`config.mk`:
```
export PLATFORM = sky130hd
export DESIGN_NAME = fp32_vec_minmax_reduce
export DESIGN_NICKNAME = d
export VERILOG_FILES = /design/src/rtl/fp32_pkg.sv /design/src/rtl/fp32_minmax_pick.sv /design/src/rtl/fp32_vec_minmax_reduce.sv
export SDC_FILE = /design/constraint.sdc
export NUM_CORES = 1
export LEC_CHECK = 0
export BUFFER_PORTS_ARGS = -buffer_cell sky130_fd_sc_hd__buf_2
export CORE_ASPECT_RATIO = 0.5
export CORE_UTILIZATION = 40
export CTS_BUF_LIST = sky130_fd_sc_hd__clkbuf_8
export CTS_CLUSTER_DIAMETER = 200
export CTS_CLUSTER_SIZE = 25
export DETAILED_ROUTE_END_ITERATION = 7
export SYNTH_ARGS = -nofsm -noshare
export SYNTH_HDL_FRONTEND = slang
export SYNTH_HIERARCHICAL = 1
export SYNTH_SLANG_ARGS = --single-unit
```
`constraint.sdc`:
```
create_clock -name clk -period 3.7 [get_ports clk]
set_input_delay 0.555 -clock clk [delete_from_list [all_inputs] [get_ports clk]]
set_output_delay 0.555 -clock clk [all_outputs]
set_load 0.05 [all_outputs]
```
`src/rtl/fp32_pkg.sv`:
```
`default_nettype none
// ============================================================================
// Module   : fp32_pkg
// Purpose  : Shared FP32 field widths, canonical NaN, NaN test and the state
//            encoding used by the vector min/max reduction stage.
// Ports    : none (package)
// Revision : 1.0 - initial release
// ============================================================================
package fp32_pkg;

    localparam int FP32_K_WIDTH = 32;
    localparam int FP32_E_WIDTH = 8;
    localparam int FP32_M_WIDTH = 23;

    localparam logic [FP32_K_WIDTH-1:0] FP32_QNAN = 32'hFFFF_FFFF;

    typedef enum logic [1:0] {
        S_IDLE = 2'd0,
        S_ACC  = 2'd1,
        S_HOLD = 2'd2
    } state_t;

    // NaN: all-ones exponent with a non-zero mantissa (infinity excluded).
    function automatic logic is_nan(input logic [FP32_K_WIDTH-1:0] x);
        logic [FP32_E_WIDTH-1:0] e;
        logic [FP32_M_WIDTH-1:0] m;
        e = x[FP32_M_WIDTH +: FP32_E_WIDTH];
        m = x[FP32_M_WIDTH-1:0];
        return (e == {FP32_E_WIDTH{1'b1}}) && (m != '0);
    endfunction

endpackage
`default_nettype wire

```
`src/rtl/fp32_minmax_pick.sv`:
```
`default_nettype none
// ============================================================================
// Module   : fp32_minmax_pick
// Purpose  : Combinational selector returning max(a,b) or min(a,b) under a
//            sign-magnitude total order (-0 < +0, denormals by raw magnitude).
//            Bit-identical inputs return a.
// Ports    : a      - accumulator value (kept on ties)
//            b      - candidate value
//            is_max - 1 selects max, 0 selects min
//            y      - selected value
// Revision : 1.0 - initial release
// ============================================================================
module fp32_minmax_pick
    import fp32_pkg::*;
(
    input  logic [FP32_K_WIDTH-1:0] a,
    input  logic [FP32_K_WIDTH-1:0] b,
    input  logic                    is_max,
    output logic [FP32_K_WIDTH-1:0] y
);

    // Map sign-magnitude onto an unsigned key whose natural order matches
    // the float order: negatives are inverted, positives get the MSB set.
    // This places -0 (0x7FFFFFFF) just below +0 (0x80000000).
    function automatic logic [FP32_K_WIDTH-1:0] order_key(input logic [FP32_K_WIDTH-1:0] x);
        return x[FP32_K_WIDTH-1] ? ~x : (x | {1'b1, {(FP32_K_WIDTH-1){1'b0}}});
    endfunction

    logic [FP32_K_WIDTH-1:0] w_key_a;
    logic [FP32_K_WIDTH-1:0] w_key_b;
    logic                    w_b_gt;
    logic                    w_b_lt;

    assign w_key_a = order_key(a);
    assign w_key_b = order_key(b);
    assign w_b_gt  = (w_key_b > w_key_a);
    assign w_b_lt  = (w_key_b < w_key_a);

    assign y = (is_max ? w_b_gt : w_b_lt) ? b : a;

endmodule
`default_nettype wire

```
`src/rtl/fp32_vec_minmax_reduce.sv`:
```
`default_nettype none
// ============================================================================
// Module   : fp32_vec_minmax_reduce
// Purpose  : Streaming FP32 max/min reduction, one element per cycle, one
//            result per vector. NaN anywhere in a vector is sticky and yields
//            the canonical NaN. Vectors are force-ended at MAX_LEN elements.
// Ports    : clk, rstn          - clock, async active-low reset
//            i_is_max           - mode, sampled on a vector's first element
//            s_valid/ready/data/last - element stream in
//            m_valid/ready      - result handshake
//            m_data, m_nan, m_len, m_trunc - result fields
// Revision : 1.0 - initial release
// ============================================================================
module fp32_vec_minmax_reduce
    import fp32_pkg::*;
#(
    parameter int MAX_LEN = 256,
    parameter int CNT_W   = $clog2(MAX_LEN + 1)
)(
    input  logic                    clk,
    input  logic                    rstn,
    input  logic                    i_is_max,
    input  logic                    s_valid,
    output logic                    s_ready,
    input  logic [FP32_K_WIDTH-1:0] s_data,
    input  logic                    s_last,
    output logic                    m_valid,
    input  logic                    m_ready,
    output logic [FP32_K_WIDTH-1:0] m_data,
    output logic                    m_nan,
    output logic [CNT_W-1:0]        m_len,
    output logic                    m_trunc
);

    state_t                  r_state;
    state_t                  w_state_next;
    logic [FP32_K_WIDTH-1:0] r_acc;
    logic                    r_mode;
    logic [CNT_W-1:0]        r_count;
    logic                    r_nan;

    logic                    w_accept;
    logic                    w_start;
    logic [FP32_K_WIDTH-1:0] w_pick;
    logic [FP32_K_WIDTH-1:0] w_acc_next;
    logic [CNT_W-1:0]        w_cnt_next;
    logic                    w_nan_next;
    logic                    w_end;

    assign m_valid  = (r_state == S_HOLD);
    // A pending result blocks input only while downstream is stalled, so a
    // draining result and a new element can share a cycle.
    assign s_ready  = !(m_valid && !m_ready);
    assign w_accept = s_valid && s_ready;

    // Any accept outside S_ACC opens a new vector (from idle, or from hold
    // while the previous result drains).
    assign w_start  = (r_state != S_ACC);

    fp32_minmax_pick u_pick (
        .a      (r_acc),
        .b      (s_data),
        .is_max (r_mode),
        .y      (w_pick)
    );

    assign w_acc_next = w_start ? s_data : w_pick;
    assign w_cnt_next = w_start ? CNT_W'(1) : (r_count + CNT_W'(1));
    assign w_nan_next = is_nan(s_data) | (!w_start & r_nan);
    assign w_end      = s_last || (w_cnt_next == CNT_W'(MAX_LEN));

    always_comb begin
        w_state_next = r_state;
        if (w_accept) begin
            w_state_next = w_end ? S_HOLD : S_ACC;
        end else if ((r_state == S_HOLD) && m_ready) begin
            w_state_next = S_IDLE;
        end
    end

    always_ff @(posedge clk or negedge rstn) begin
        if (!rstn) begin
            r_state <= S_IDLE;
            r_acc   <= '0;
            r_mode  <= 1'b0;
            r_count <= '0;
            r_nan   <= 1'b0;
            m_data  <= '0;
            m_nan   <= 1'b0;
            m_len   <= '0;
            m_trunc <= 1'b0;
        end else begin
            r_state <= w_state_next;
            if (w_accept) begin
                r_acc   <= w_acc_next;
                r_count <= w_cnt_next;
                r_nan   <= w_nan_next;
                if (w_start) begin
                    r_mode <= i_is_max;
                end
                if (w_end) begin
                    m_data  <= w_nan_next ? FP32_QNAN : w_acc_next;
                    m_nan   <= w_nan_next;
                    m_len   <= w_cnt_next;
                    m_trunc <= !s_last;
                end
            end
        end
    end

endmodule
`default_nettype wire

```
# Word level (Yosys, flattened, before mapping)
# Cells that the tools add are included.
# classes
n_addsub,1
n_lt_le_gt_ge,2
n_eq_ne,4
muxes,10
bitwise_logic,4
n_reduce_logical,13
# op_table
operator,n
32-bit two-way mux,5
32-bit NOT,2
32-bit greater-than comparator,1
32-bit less-than comparator,1
23-bit nonzero test,1
9-bit by 1-bit adder with 9-bit output (second input constant),1
9-bit == test (second input constant),1
9-bit two-way mux,1
8-bit == test (second input constant),1
2-bit two-way mux,3
1-bit logical AND,4
1-bit zero test,4
2-bit AND reduction,2
2-bit == test (second input constant),1
2-bit by 1-bit != test with 1-bit output (second input constant),1
2-bit nonzero test,1
1-bit AND,1
1-bit logical OR,1
1-bit two-way mux,1
1-bit bitwise OR,1
# word_totals
ff_bits,88
in_bits,38
elab_cells,43

# Logic depth before layout (Yosys ltp)
# logic_depth
depth_word,7
depth_mapped,14

# Modules after synthesis
# Netlist, hierarchy kept.
# modules_own_cells
mod,n_inst,cells_per_inst,area_each_um2,seq_area_each_um2
fp32_vec_minmax_reduce,1,392,4190.3,2202.1
fp32_minmax_pick,1,194,1826.8,0.0

# Worst setup path after synthesis
# OpenSTA, ideal clock, no wires.
# synth_path
path_type,input -> register
startpoint,in s_data[31]
endpoint,reg m_data[29]
setup_time_ns,0.127
arrival_time_ns,3.808
t_required_ns,3.573
setup_slack_ns,-0.236
cell_stages,14
path_buffers,3
cell_sequence,clkbuf_1 > buf_1 > xor2_1 > ha_1 > a21oi_1 > o21ai_1 > a221o_1 > o2111a_1 > a211oi_4 > buf_6 > mux2_4 > mux2i_1 > nand3_1 > mux2_1
# synth_between
elab_chain_cells,7
# synth_lines
item,line,text
"start, declared",fp32_vec_minmax_reduce.sv:25,"input logic [FP32_K_WIDTH-1:0] s_data,"
32-bit NOT,fp32_minmax_pick.sv:26,"return x[FP32_K_WIDTH-1] ? ~x : (x | {1'b1, {(FP32_K_WIDTH-1){1'b0}}});"
32-bit two-way mux (*),fp32_minmax_pick.sv:26,
32-bit less-than comparator or 32-bit greater-than comparator (tied branches),"fp32_minmax_pick.sv:37, fp32_minmax_pick.sv:36",
1-bit two-way mux (*),fp32_minmax_pick.sv:39,assign y = (is_max ? w_b_gt : w_b_lt) ? b : a;
32-bit two-way mux (*),fp32_minmax_pick.sv:39,
net w_pick[29],fp32_vec_minmax_reduce.sv:44,logic [FP32_K_WIDTH-1:0] w_pick;
32-bit two-way mux (*),fp32_vec_minmax_reduce.sv:67,assign w_acc_next = w_start ? s_data : w_pick;
32-bit two-way mux (*),fp32_vec_minmax_reduce.sv:102,m_data <= w_nan_next ? FP32_QNAN : w_acc_next;
"end signal, assigned",fp32_vec_minmax_reduce.sv:102,
"end, declared",fp32_vec_minmax_reduce.sv:29,"output logic [FP32_K_WIDTH-1:0] m_data,"
# Mark *: on every way through the listed nets, which the timed path passes. The rest lies on a longest branch.
# A chain may end at the register's enable or synchronous reset.

# Worst setup path after layout
# layout_path
startpoint,reg r_acc[31]
endpoint,reg m_data[30]
# layout_between
elab_chain_cells,7
# layout_lines
item,line,text
"start, declared",fp32_vec_minmax_reduce.sv:37,logic [FP32_K_WIDTH-1:0] r_acc;
"start signal, assigned",fp32_vec_minmax_reduce.sv:95,r_acc <= w_acc_next;
32-bit NOT,fp32_minmax_pick.sv:26,
32-bit two-way mux (*),fp32_minmax_pick.sv:26,
32-bit less-than comparator or 32-bit greater-than comparator (tied branches),"fp32_minmax_pick.sv:37, fp32_minmax_pick.sv:36",
1-bit two-way mux (*),fp32_minmax_pick.sv:39,
32-bit two-way mux (*),fp32_minmax_pick.sv:39,
net w_pick[30],fp32_vec_minmax_reduce.sv:44,
32-bit two-way mux (*),fp32_vec_minmax_reduce.sv:67,
32-bit two-way mux (*),fp32_vec_minmax_reduce.sv:102,
# Marked as above.

==> impl_metrics.py <==
metrics = {
    "outcome": {
        "status": "complete, no violations",
    },
    "cts": {
        "cts_tree": "done",
        "clock_path_buffers": 2,
        "clock-sinks": 88,
        "ctsHoldBuffers": 0,
        "cts_root_buf": "clkbuf_8",
        "cts_buffers": 9,
        "clk_latency_ps": 380,
        "clk_pin_slew_ps": 110,
        "cts-htree-levels": 3,
    },
    "global_route": {
        "grt_max_degree": 37,
        "antenna_found_initial": 0,
        "overflow": 0,
        "grt_pass1_vias": 4421,
        "grt_pass1_wl_mm": 22.8,
        "track_usage_pct": 18.7,
    },
    "worst_setup_path": {
        "cp_max_fo": 17,
        "cp.required_ps": 3950,
        "crit_type": "reg2reg",
        "worstPathArrival_ps": 3730,
        "startpoint_type": "register",
        "cp_num_buf_inv": 2,
        "crit_family": "compound AO/OA/AOI/OAI gates",
        "end_kind": "register",
        "slowest_delay_ps": 410,
        "crit_path_cell_trace": "buf_6 -> xnor2_1 -> ha_1 -> a21oi_1 -> o21ai_0 -> a221o_1 -> o2111a_1 -> a211oi_4 -> buf_4 -> mux2_4 -> mux2i_1 -> nand3_1 -> mux2_1",
        "reg2reg_slack_ps": 220,
        "critPathSlowestCell": "dfrtp_1",
    },
    "power": {
        "leakage_nw": 3.19,
        "clock_power_share_pct": 15.3,
        "seq_power_share_pct": 31.6,
        "peakVddDrop_mv": 0.193,
        "pwr_density_cell_nw_per_um2": 629,
        "p_switching_mw": 1.89,
        "sw_frac_of_total_pct": 43.7,
        "p_int_mw": 2.44,
        "combPwrFrac_pct": 53.1,
    },
    "detailed_routing": {
        "wirelength_mm": 13.9,
        "vias": 4552,
        "drt_drc_violations_left": 0,
        "wl_per_cell_um": 16.0,
        "ant_nets": 0,
        "firstDrtPassIters": 4,
        "via_per_inst": 5.26,
        "drtIter0Drc": 194,
    },
    "sta": {
        "clock_skew_ps": 17.1,
        "drv_slew": 0,
        "worst_hold_slack_ps": 112,
        "period_share_pct": 94.0,
        "timing.fmax_ghz": 0.288,
        "worstMarginPinSlew_ps": 886,
        "slew_headroom_pct": 40.8,
        "finalHoldViolCount": 0,
        "setup_viol": 0,
        "rsz0062_at_grt": "no",
        "layout_min_cycle_time_ps": 3480,
        "setup_tns_ps": 0,
    },
    "synth": {
        "yosys_warnings": 6,
        "synth_seq_cells": 88,
        "synth_cell_types": 53,
        "synth_enable_flop_cells": 0,
        "syn_area_um2": 6020,
        "synth.avg_cell_area_um2": 10.3,
        "syn-num-nets": 657,
        "synth_seq_area_share_pct": 36.6,
        "synthFlopType": "dfrtp_1",
        "postSynthCellCount": 586,
        "async_flop_share_pct": 100,
    },
    "cells_and_area": {
        "final_core_util_pct": 47.2,
        "area_growth_pct": 14.5,
        "drive_gt1_share_pct": 29.8,
        "num_antenna_cells": 0,
        "fin_nets": 734,
    },
    "die": {
        "fp.dieW_um": 175,
        "die_area_um2": 15600,
        "core_um2": 14600,
        "row_count": 31,
        "initial_core_util_pct": 41.3,
        "io_pins": 83,
        "fp.dieH_um": 88.7,
    },
    "place": {
        "dp_hpwl_mm": 10.2,
        "gp_congestion": 0.835,
        "numPortBuffers": 82,
    },
    "min_path": {
        "hold_class": "in2async",
    },
    "run": {
        "drv_cap": 0,
    },
}
## synth_stat cells, types with 3 or more instances
cell type  number  area share [%]
a21oi_1        17             1.4
and3_1          4            0.42
buf_1           9            0.56
buf_2           5            0.42
buf_6           9             1.7
clkbuf_1       17             1.1
dfrtp_1        88              37
ha_1           33             6.9
inv_1           9            0.56
mux2_1          4            0.75
mux2_2         35             6.6
mux2_4         30             7.5
mux2i_1        33             5.5
nand2_1        63             3.9
nand3_1        38             3.2
nand4_1        10             1.0
nor2_1          9            0.56
nor2b_1         4            0.42
nor3_1          6            0.50
nor4_1          6            0.62
o21ai_0        46             3.8
o21ai_1         3            0.25
o22ai_1         4            0.42
xnor2_1        35             5.1
xor2_1         33             4.8
## area by class of cell
cell class,count,area (µm²)
Fill cell,1407,7700
Multi-Input combinational cell,449,3570
Sequential cell,88,2200
Timing Repair Buffer,106,647
Tap cell,198,248
Clock buffer,9,124
Clock inverter,7,62.6
Inverter,9,33.8
## sequential cells by signal (all words and copies together) (netlist names)
register / flops
m_data: 32
r_acc: 32
m_len: 9
r_count: 9
r_state: 2
m_nan: 1
m_trunc: 1
r_mode: 1
r_nan: 1
## stage by stage
stage                     instance area, µm²  instances  setup slack, ps  power, mW
after floorplan                         6020        586             10.1       3.17
after global placement                  6700        850            -78.0       3.65
after detailed placement                6700        850            -76.4       3.69
after CTS                               6880        866              189       4.37
after global routing                    6890        866             39.0       4.63
final                                   6890        866              223       4.33
## cells by family after synthesis
| family | Yosys count | share of synthesized area (%) |
|---|---|---|
| buffers and inverters | 49 | 4.28 |
| multiplexers | 102 | 20.3 |
| adder cells (fa/ha/maj) | 33 | 6.86 |
| flip-flops | 88 | 36.6 |
| XOR/XNOR | 68 | 9.90 |
| AO/OA/AOI/OAI | 93 | 9.73 |
| AND/OR/NAND/NOR | 153 | 12.4 |
## per-layer routing
metal  vias to the layer above  track usage (%)  wire length (µm)
met5                         -                0                 0
met4                         0             4.43               110
met3                         8             4.47               532
met2                        72             29.3              5990
met1                      2238             26.2              7230
li1                       2234                -                 -
## power groups by stage
stage	combinational, mW	clock [mW]	sequential [mW]
after floorplan	1.34	0	1.82
after global placement	2.28	0	1.38
after detailed placement	2.30	0	1.39
after CTS	2.31	0.692	1.37
after global routing	2.50	0.719	1.41
final	2.30	0.664	1.37
## final timing paths
| kind | to | from | depth (start not counted) |
|---|---|---|---|
| max | m_data[30]$_DFFE_PN0P_ | r_acc[31]$_DFFE_PN0P_ | 13 |
| min | m_len[2]$_DFFE_PN0P_ | rstn | 1 |
| max reg2reg | m_data[30]$_DFFE_PN0P_ | r_acc[31]$_DFFE_PN0P_ | 13 |
| max in group asynchronous | m_data[11]$_DFFE_PN0P_ | rstn | 2 |
| min in group clk | r_mode$_DFFE_PN0P_ | i_is_max | 2 |
| min reg2reg | m_len[0]$_DFFE_PN0P_ | m_len[0]$_DFFE_PN0P_ | 1 |
## timing repair
item,4_1_cts,5_1_grt
setup buffers,0,0
gates resized for setup,0,1
endpoints found under the hold margin,0,0
endpoints found under the setup margin,0,1
## placed cells by master, fill, tap and decap left out, drive strengths merged, types with 11 or more instances in the layout
cell	n
buf	106
dfrtp	88
mux2	69
nand2	63
o21ai	49
nand3	38
xnor2	35
xor2	33
mux2i	33
ha	33
a21oi	17
inv	14
nand4	11
Power figures use the tool's default switching activity.
